File: src/rtl/router_fifo_pkt_if.sv
// Router output FIFO bus: write side, read side
// and status, grouped for the packet-aware FIFO.
interface router_fifo_pkt_if #(
  parameter int DATA_WIDTH = 8,
  parameter int DEPTH      = 16
);
  localparam int AW = $clog2(DEPTH);

  logic                  soft_reset;
  logic                  write_enb;
  logic                  lfd_state;
  logic [DATA_WIDTH-1:0] data_in;
  logic                  read_enb;
  logic [DATA_WIDTH-1:0] data_out;
  logic                  full;
  logic                  empty;
  logic                  almost_full;
  logic [AW:0]           count;
  logic [DATA_WIDTH-2:0] pkt_remaining;
  logic                  overflow;
  logic                  underflow;

  modport master (
    output soft_reset,
    output write_enb,
    output lfd_state,
    output data_in,
    output read_enb,
    input  data_out,
    input  full,
    input  empty,
    input  almost_full,
    input  count,
    input  pkt_remaining,
    input  overflow,
    input  underflow
  );

  modport slave (
    input  soft_reset,
    input  write_enb,
    input  lfd_state,
    input  data_in,
    input  read_enb,
    output data_out,
    output full,
    output empty,
    output almost_full,
    output count,
    output pkt_remaining,
    output overflow,
    output underflow
  );
endinterface

File: src/rtl/router_fifo_pkt.sv
// Packet-aware router output FIFO: tagged words,
// remaining-word counter, occupancy and sticky errors.
module router_fifo_pkt #(
  parameter int DATA_WIDTH = 8,
  parameter int DEPTH      = 16,
  parameter int AF_THRESH  = DEPTH - 2
) (
  input  logic              clock,
  input  logic              resetn,
  router_fifo_pkt_if.slave  bus
);
  localparam int AW = $clog2(DEPTH);
  localparam int PW = DATA_WIDTH - 1;

  localparam logic [AW:0] CNT_FULL = (AW+1)'(DEPTH);
  localparam logic [AW:0] CNT_AF   = (AW+1)'(AF_THRESH);
  localparam logic [AW:0] CNT_ZERO = '0;
  localparam logic [AW:0] ONE      = (AW+1)'(1);
  localparam logic [PW-1:0] P_ONE  = PW'(1);
  localparam logic [PW-1:0] P_ZERO = '0;

  logic [DATA_WIDTH:0]   r_mem [DEPTH];
  logic [AW:0]           r_wr_ptr;
  logic [AW:0]           r_rd_ptr;
  logic [AW:0]           r_count;
  logic [DATA_WIDTH-1:0] r_data_out;
  logic [PW-1:0]         r_pkt;
  logic                  r_ovf;
  logic                  r_udf;

  logic                  w_full;
  logic                  w_empty;
  logic                  w_wr;
  logic                  w_rd;
  logic [DATA_WIDTH:0]   w_rd_word;
  logic [PW-1:0]         w_hdr_len;
  logic [PW-1:0]         w_pkt_nxt;

  assign w_full  = (r_count == CNT_FULL);
  assign w_empty = (r_count == CNT_ZERO);

  // A flush wins over both ports; full/empty
  // gate on the count held at the cycle start.
  assign w_wr = bus.write_enb & ~w_full
              & ~bus.soft_reset;
  assign w_rd = bus.read_enb & ~w_empty
              & ~bus.soft_reset;

  assign w_rd_word = r_mem[r_rd_ptr[AW-1:0]];

  // Header length plus one for the parity word.
  assign w_hdr_len =
    {1'b0, w_rd_word[DATA_WIDTH-1:2]} + P_ONE;

  // Next remaining-word count for an accepted read.
  always_comb begin
    w_pkt_nxt = r_pkt;
    unique case (1'b1)
      w_rd_word[DATA_WIDTH]: w_pkt_nxt = w_hdr_len;
      (r_pkt != P_ZERO):     w_pkt_nxt = r_pkt - P_ONE;
      default:               w_pkt_nxt = r_pkt;
    endcase
  end

  // Storage array; contents survive both resets.
  always_ff @(posedge clock) begin
    if (w_wr) begin
      r_mem[r_wr_ptr[AW-1:0]] <=
        {bus.lfd_state, bus.data_in};
    end
  end

  // Pointers, occupancy, read data and packet count.
  always_ff @(posedge clock or negedge resetn) begin
    if (!resetn) begin
      r_wr_ptr   <= '0;
      r_rd_ptr   <= '0;
      r_count    <= '0;
      r_data_out <= '0;
      r_pkt      <= '0;
    end else if (bus.soft_reset) begin
      r_wr_ptr   <= '0;
      r_rd_ptr   <= '0;
      r_count    <= '0;
      r_data_out <= '0;
      r_pkt      <= '0;
    end else begin
      if (w_wr) begin
        r_wr_ptr <= r_wr_ptr + ONE;
      end
      if (w_rd) begin
        r_rd_ptr   <= r_rd_ptr + ONE;
        r_data_out <= w_rd_word[DATA_WIDTH-1:0];
        r_pkt      <= w_pkt_nxt;
      end
      unique case ({w_wr, w_rd})
        2'b10:   r_count <= r_count + ONE;
        2'b01:   r_count <= r_count - ONE;
        default: r_count <= r_count;
      endcase
    end
  end

  // Sticky error flags for rejected requests.
  always_ff @(posedge clock or negedge resetn) begin
    if (!resetn) begin
      r_ovf <= 1'b0;
      r_udf <= 1'b0;
    end else if (bus.soft_reset) begin
      r_ovf <= 1'b0;
      r_udf <= 1'b0;
    end else begin
      if (bus.write_enb && w_full) begin
        r_ovf <= 1'b1;
      end
      if (bus.read_enb && w_empty) begin
        r_udf <= 1'b1;
      end
    end
  end

  assign bus.data_out      = r_data_out;
  assign bus.full          = w_full;
  assign bus.empty         = w_empty;
  assign bus.almost_full   = (r_count >= CNT_AF);
  assign bus.count         = r_count;
  assign bus.pkt_remaining = r_pkt;
  assign bus.overflow      = r_ovf;
  assign bus.underflow     = r_udf;
endmodule

File: src/flat_wrapper.sv
// flat-port wrapper written by rule: the top's interface ports become plain ports
module router_fifo_pkt_flat 
#(
  parameter int DATA_WIDTH = 8,
  parameter int DEPTH      = 16,
  parameter int AF_THRESH  = DEPTH - 2
)
  (clock, resetn, bus_soft_reset, bus_write_enb, bus_lfd_state, bus_data_in, bus_read_enb, bus_data_out, bus_full, bus_empty, bus_almost_full, bus_count, bus_pkt_remaining, bus_overflow, bus_underflow);
  router_fifo_pkt_if #(.DATA_WIDTH(DATA_WIDTH), .DEPTH(DEPTH)) bus_i ();
  input  logic clock;
  input  logic resetn;
  input wire logic [$bits(bus_i.soft_reset)-1:0] bus_soft_reset;
  input wire logic [$bits(bus_i.write_enb)-1:0] bus_write_enb;
  input wire logic [$bits(bus_i.lfd_state)-1:0] bus_lfd_state;
  input wire logic [$bits(bus_i.data_in)-1:0] bus_data_in;
  input wire logic [$bits(bus_i.read_enb)-1:0] bus_read_enb;
  output wire logic [$bits(bus_i.data_out)-1:0] bus_data_out;
  output wire logic [$bits(bus_i.full)-1:0] bus_full;
  output wire logic [$bits(bus_i.empty)-1:0] bus_empty;
  output wire logic [$bits(bus_i.almost_full)-1:0] bus_almost_full;
  output wire logic [$bits(bus_i.count)-1:0] bus_count;
  output wire logic [$bits(bus_i.pkt_remaining)-1:0] bus_pkt_remaining;
  output wire logic [$bits(bus_i.overflow)-1:0] bus_overflow;
  output wire logic [$bits(bus_i.underflow)-1:0] bus_underflow;
  assign bus_i.soft_reset = bus_soft_reset;
  assign bus_i.write_enb = bus_write_enb;
  assign bus_i.lfd_state = bus_lfd_state;
  assign bus_i.data_in = bus_data_in;
  assign bus_i.read_enb = bus_read_enb;
  assign bus_data_out = bus_i.data_out;
  assign bus_full = bus_i.full;
  assign bus_empty = bus_i.empty;
  assign bus_almost_full = bus_i.almost_full;
  assign bus_count = bus_i.count;
  assign bus_pkt_remaining = bus_i.pkt_remaining;
  assign bus_overflow = bus_i.overflow;
  assign bus_underflow = bus_i.underflow;
  router_fifo_pkt #(.DATA_WIDTH(DATA_WIDTH), .DEPTH(DEPTH), .AF_THRESH(AF_THRESH)) u_core (.clock(clock), .resetn(resetn), .bus(bus_i));
endmodule
File: config.mk
export PLATFORM = sky130hd
export DESIGN_NAME = router_fifo_pkt_flat
export DESIGN_NICKNAME = d
export VERILOG_FILES = /design/src/rtl/router_fifo_pkt_if.sv /design/src/rtl/router_fifo_pkt.sv /design/src/flat_wrapper.sv
export SDC_FILE = /design/constraint.sdc
export NUM_CORES = 1
export LEC_CHECK = 0
export ABC_CLOCK_PERIOD_IN_PS = 4700
export CORE_MARGIN = 2
export CORE_UTILIZATION = 30
export CTS_BUF_LIST = sky130_fd_sc_hd__clkbuf_8 sky130_fd_sc_hd__clkbuf_16
export DETAILED_ROUTE_END_ITERATION = 12
export GPL_TIMING_DRIVEN = 0
export PLACE_DENSITY_LB_ADDON = 0.15
export SLEW_MARGIN = 0
export SYNTH_ARGS = -nofsm -noshare
export SYNTH_HDL_FRONTEND = slang
export SYNTH_SLANG_ARGS = --single-unit
File: constraint.sdc
create_clock -name clock -period 4.7 [get_ports clock]
set_clock_uncertainty 0.2 [all_clocks]
set_input_delay 1.175 -clock clock [delete_from_list [all_inputs] [get_ports clock]]
set_output_delay 1.175 -clock clock [all_outputs]
set_load 0.01 [all_outputs]
==> impl_metrics.env <==
export IMPL_place_ws_ps=669
export IMPL_cp_top_family="buffers and inverters"
export IMPL_cts_tree="yes"
export IMPL_post_route_period_util_pct=79.2
export IMPL_synth_edf_count=144
export IMPL_slew_violations=0
export IMPL_first_pass_iters=4
export IMPL_netlist_top_cells_area="edfxtp_1 59%, dfrtp_1 10%, mux4_2 9.2%"
export IMPL_critPathKind="reg2out"
export IMPL_grt_total_usage_pct=14.5
export IMPL_p_leak_nw=2.95
export IMPL_io_pin_count=39
export IMPL_cts_root_buf="clkbuf_16"
export IMPL_first_iter_violations=235
export IMPL_syn_inst=465
export IMPL_grt_overflow_total=0
export IMPL_fill_cells=2267
export IMPL_critPathSlowestCell="clkdlybuf4s50_1"
export IMPL_syn_area_um2=7360
export IMPL_yosys_warnings=0
export IMPL_stdcell_count=865
export IMPL_rrSetupSlack_ps=1350
export IMPL_numCtsBuffers=17
export IMPL_grt_max_degree=31
export IMPL_slowest_delay_ps=570
export IMPL_ys_ff_latch=174
export IMPL_die_area_um2=25800
export IMPL_drive_gt1_share_pct=16.6
export IMPL_die_y_um=161
export IMPL_tightest_slew_ps=1400
export IMPL_synth_top_area_share_pct=58.8
export IMPL_synthFlopType="edfxtp_1"
export IMPL_synth_distinct_cells=53
export IMPL_p_total_mw=4.62
export IMPL_gp_routability_congestion=0.750
export IMPL_cts_buffer_depth=2
export IMPL_grt_setup_unrepaired="false"
export IMPL_antenna_found_initial=0
export IMPL_via_count=4226
export IMPL_wire_per_inst_um=20.5
export IMPL_powerDensity_nw_per_um2=523
export IMPL_portBuffers=38
export IMPL_holdBufCountCts=0
export IMPL_clock_power_share_pct=31.6
export IMPL_grt_pass1_wl_um=27300
export IMPL_avgSynthCellArea_um2=15.8
export IMPL_dp_hpwl_um=11800
export IMPL_die_w_um=161
export IMPL_clock_sinks=174
export IMPL_combPwrFrac_pct=28.4
export IMPL_yosys_top_cells_count="144 x edfxtp_1, 43 x nand2_1, 38 x nor2_1"
export IMPL_hold_path_class="reg2reg"
export IMPL_p_switching_mw=1.42
export IMPL_drt_wl_total_um=17800
export IMPL_clkLatencyLatePin_ps=430
export IMPL_finalNetCount=551
export IMPL_cp_buffers_inverters=3
export IMPL_relSlewSlack_pct=6.48
export IMPL_viasPerCell=4.89
export IMPL_dp_cells=832
export IMPL_synth_seq_area_share_pct=69.0
export IMPL_timing_hold_ws_ps=311
export IMPL_status="finished clean"
export IMPL_postCtsSetupBuffers=0
export IMPL_areaGrowthSynthToFinish_pct=20.2
export IMPL_setup_tns_final_ps=0
export IMPL_drv_cap=0
export IMPL_cp_end_kind="output pin"
export IMPL_setup_ws_ps=976
export IMPL_antenna_left=0
export IMPL_switching_share_pct=30.7
export IMPL_clkTransAtPathRegs_ps=70
export IMPL_fmax_mhz=269
export IMPL_ir_worst_vdd_uv=201
export IMPL_p_int_mw=3.20
export IMPL_start_util_pct=30.4
export IMPL_grt_pass1_vias=4280
export IMPL_startpoint_type="flip-flop"
export IMPL_coreArea_um2=24200
export IMPL_cp_cell_sequence="buf_2 -> or4_1 -> buf_2 -> nor2_1 -> clkdlybuf4s50_1"
export IMPL_htreeDepth=4
export IMPL_antenna_cells=0
export IMPL_seqPwrFrac_pct=40.0
export IMPL_worstPathArrival_ps=2350
export IMPL_synth_most_common_cell="edfxtp_1"
export IMPL_critical_path_required_ps=3320
export IMPL_setup_viol=0
export IMPL_async_flop_share_pct=17.2
export IMPL_syn_nets=488
export IMPL_hold_viol=0
export IMPL_post_cts_resized=0
export IMPL_crit_fanout=9
export IMPL_critPathMostFrequentCell="buf_2"
export IMPL_drc_errors=0
export IMPL_yosysTopAreaCell="edfxtp_1"
export IMPL_fin_crit_ps=3720
export IMPL_row_count=57
==> sequential cells by signal, summed over array words and instances, names as in the netlist <==
| register | cells |
|---|---|
| u_core.bus.count | 5 |
| u_core.r_mem | 144 |
| u_core.r_rd_ptr | 4 |
| u_core.bus.data_out | 8 |
| u_core.bus.pkt_remaining | 7 |
| u_core.r_wr_ptr | 4 |
| u_core.bus.overflow | 1 |
| u_core.bus.underflow | 1 |
==> metrics by stage <==
step                instance area [um^2]  util (%)
floorplan                           7360         -
global placement                    8140      33.7
detailed placement                  8220      34.0
CTS                                 8830      36.5
global route                        8850      36.6
finish                              8850      36.6
==> routing by layer <==
metal | up-vias | share of wire (%) | global-route usage (%)
li1 | 1938 | - | -
met1 | 2168 | 46 | 19.6
met2 | 106 | 48 | 23.5
met3 | 14 | 5.0 | 3.36
met4 | 0 | 1.4 | 3.97
met5 | - | 0 | 0
==> final timing paths <==
| path | to | depth (start not counted) | from |
|---|---|---|---|
| hold reg to reg | u_core.bus.underflow | 2 | u_core.bus.underflow |
| min in group asynchronous | u_core.bus.pkt_remaining[5] | 1 | resetn |
| setup / recovery | bus_empty | 5 | u_core.bus.count[1] |
| hold / removal | u_core.bus.underflow | 2 | u_core.bus.underflow |
| max in group asynchronous | u_core.r_rd_ptr[3] | 1 | resetn |
| setup reg to reg | u_core.bus.pkt_remaining[4] | 9 | u_core.r_rd_ptr[2] |
==> power by group through the flow <==
stage	logic, mW	clock network [mW]	registers (mW)
6_report	1.31	1.46	1.85
5_1_grt	1.45	1.56	1.86
4_1_cts	1.33	1.50	1.85
3_5_place_dp	1.32	0	1.88
3_3_place_gp	1.31	0	1.88
2_1_floorplan	0.835	0	1.89
==> cell usage in the layout (no fill, tap or decap), types with 5 or more instances in the layout <==
master           count
a22oi_1             16
ha_1                 9
nor3_2               5
mux2i_1             18
nand2_1             43
a21oi_1             20
a31oi_1              5
xor2_1               5
buf_2                7
clkbuf_1             6
nor2_1              37
dfrtp_1             30
buf_6                7
xnor2_1              6
clkbuf_16           17
clkdlybuf4s50_1     37
mux4_2              30
nor2b_1              5
inv_1               11
edfxtp_1           144
==> worst register-to-register path, cell delays in order, from the launching register on <==
cell	delay, ps
dfrtp_1	460
buf_1	500
nor2b_1	540
a22oi_1	230
nand2_1	300
ha_1	260
and4_1	220
o21a_1	180
mux2i_1	230
a31o_1	170
==> layout make-up <==
| class | instances | area, um^2 | area share, % |
|---|---|---|---|
| inverters | 11 | 41.3 | 0.467 |
| clock buffers | 17 | 425 | 4.81 |
| flip-flops and latches | 174 | 5070 | 57.4 |
| well taps | 324 | 405 | 4.58 |
| clock inverters | 15 | 189 | 2.14 |
| plain buffers | 21 | 124 | 1.40 |
| repair buffers | 44 | 447 | 5.05 |
| multi-input cells | 259 | 2140 | 24.2 |
==> cell families after synthesis <==
family                     Yosys count  share of synthesized area, %
AOI/OAI and AO/OA                   70                          6.63
xor gates and xnor gates            11                          1.31
adders and majority gates            9                          1.53
buffers and inverters               32                          2.24
DFF                                174                          69.0
muxes                               48                          11.6
and+or+nand+nor                    121                          7.67
Power figures use the tool's default switching activity.
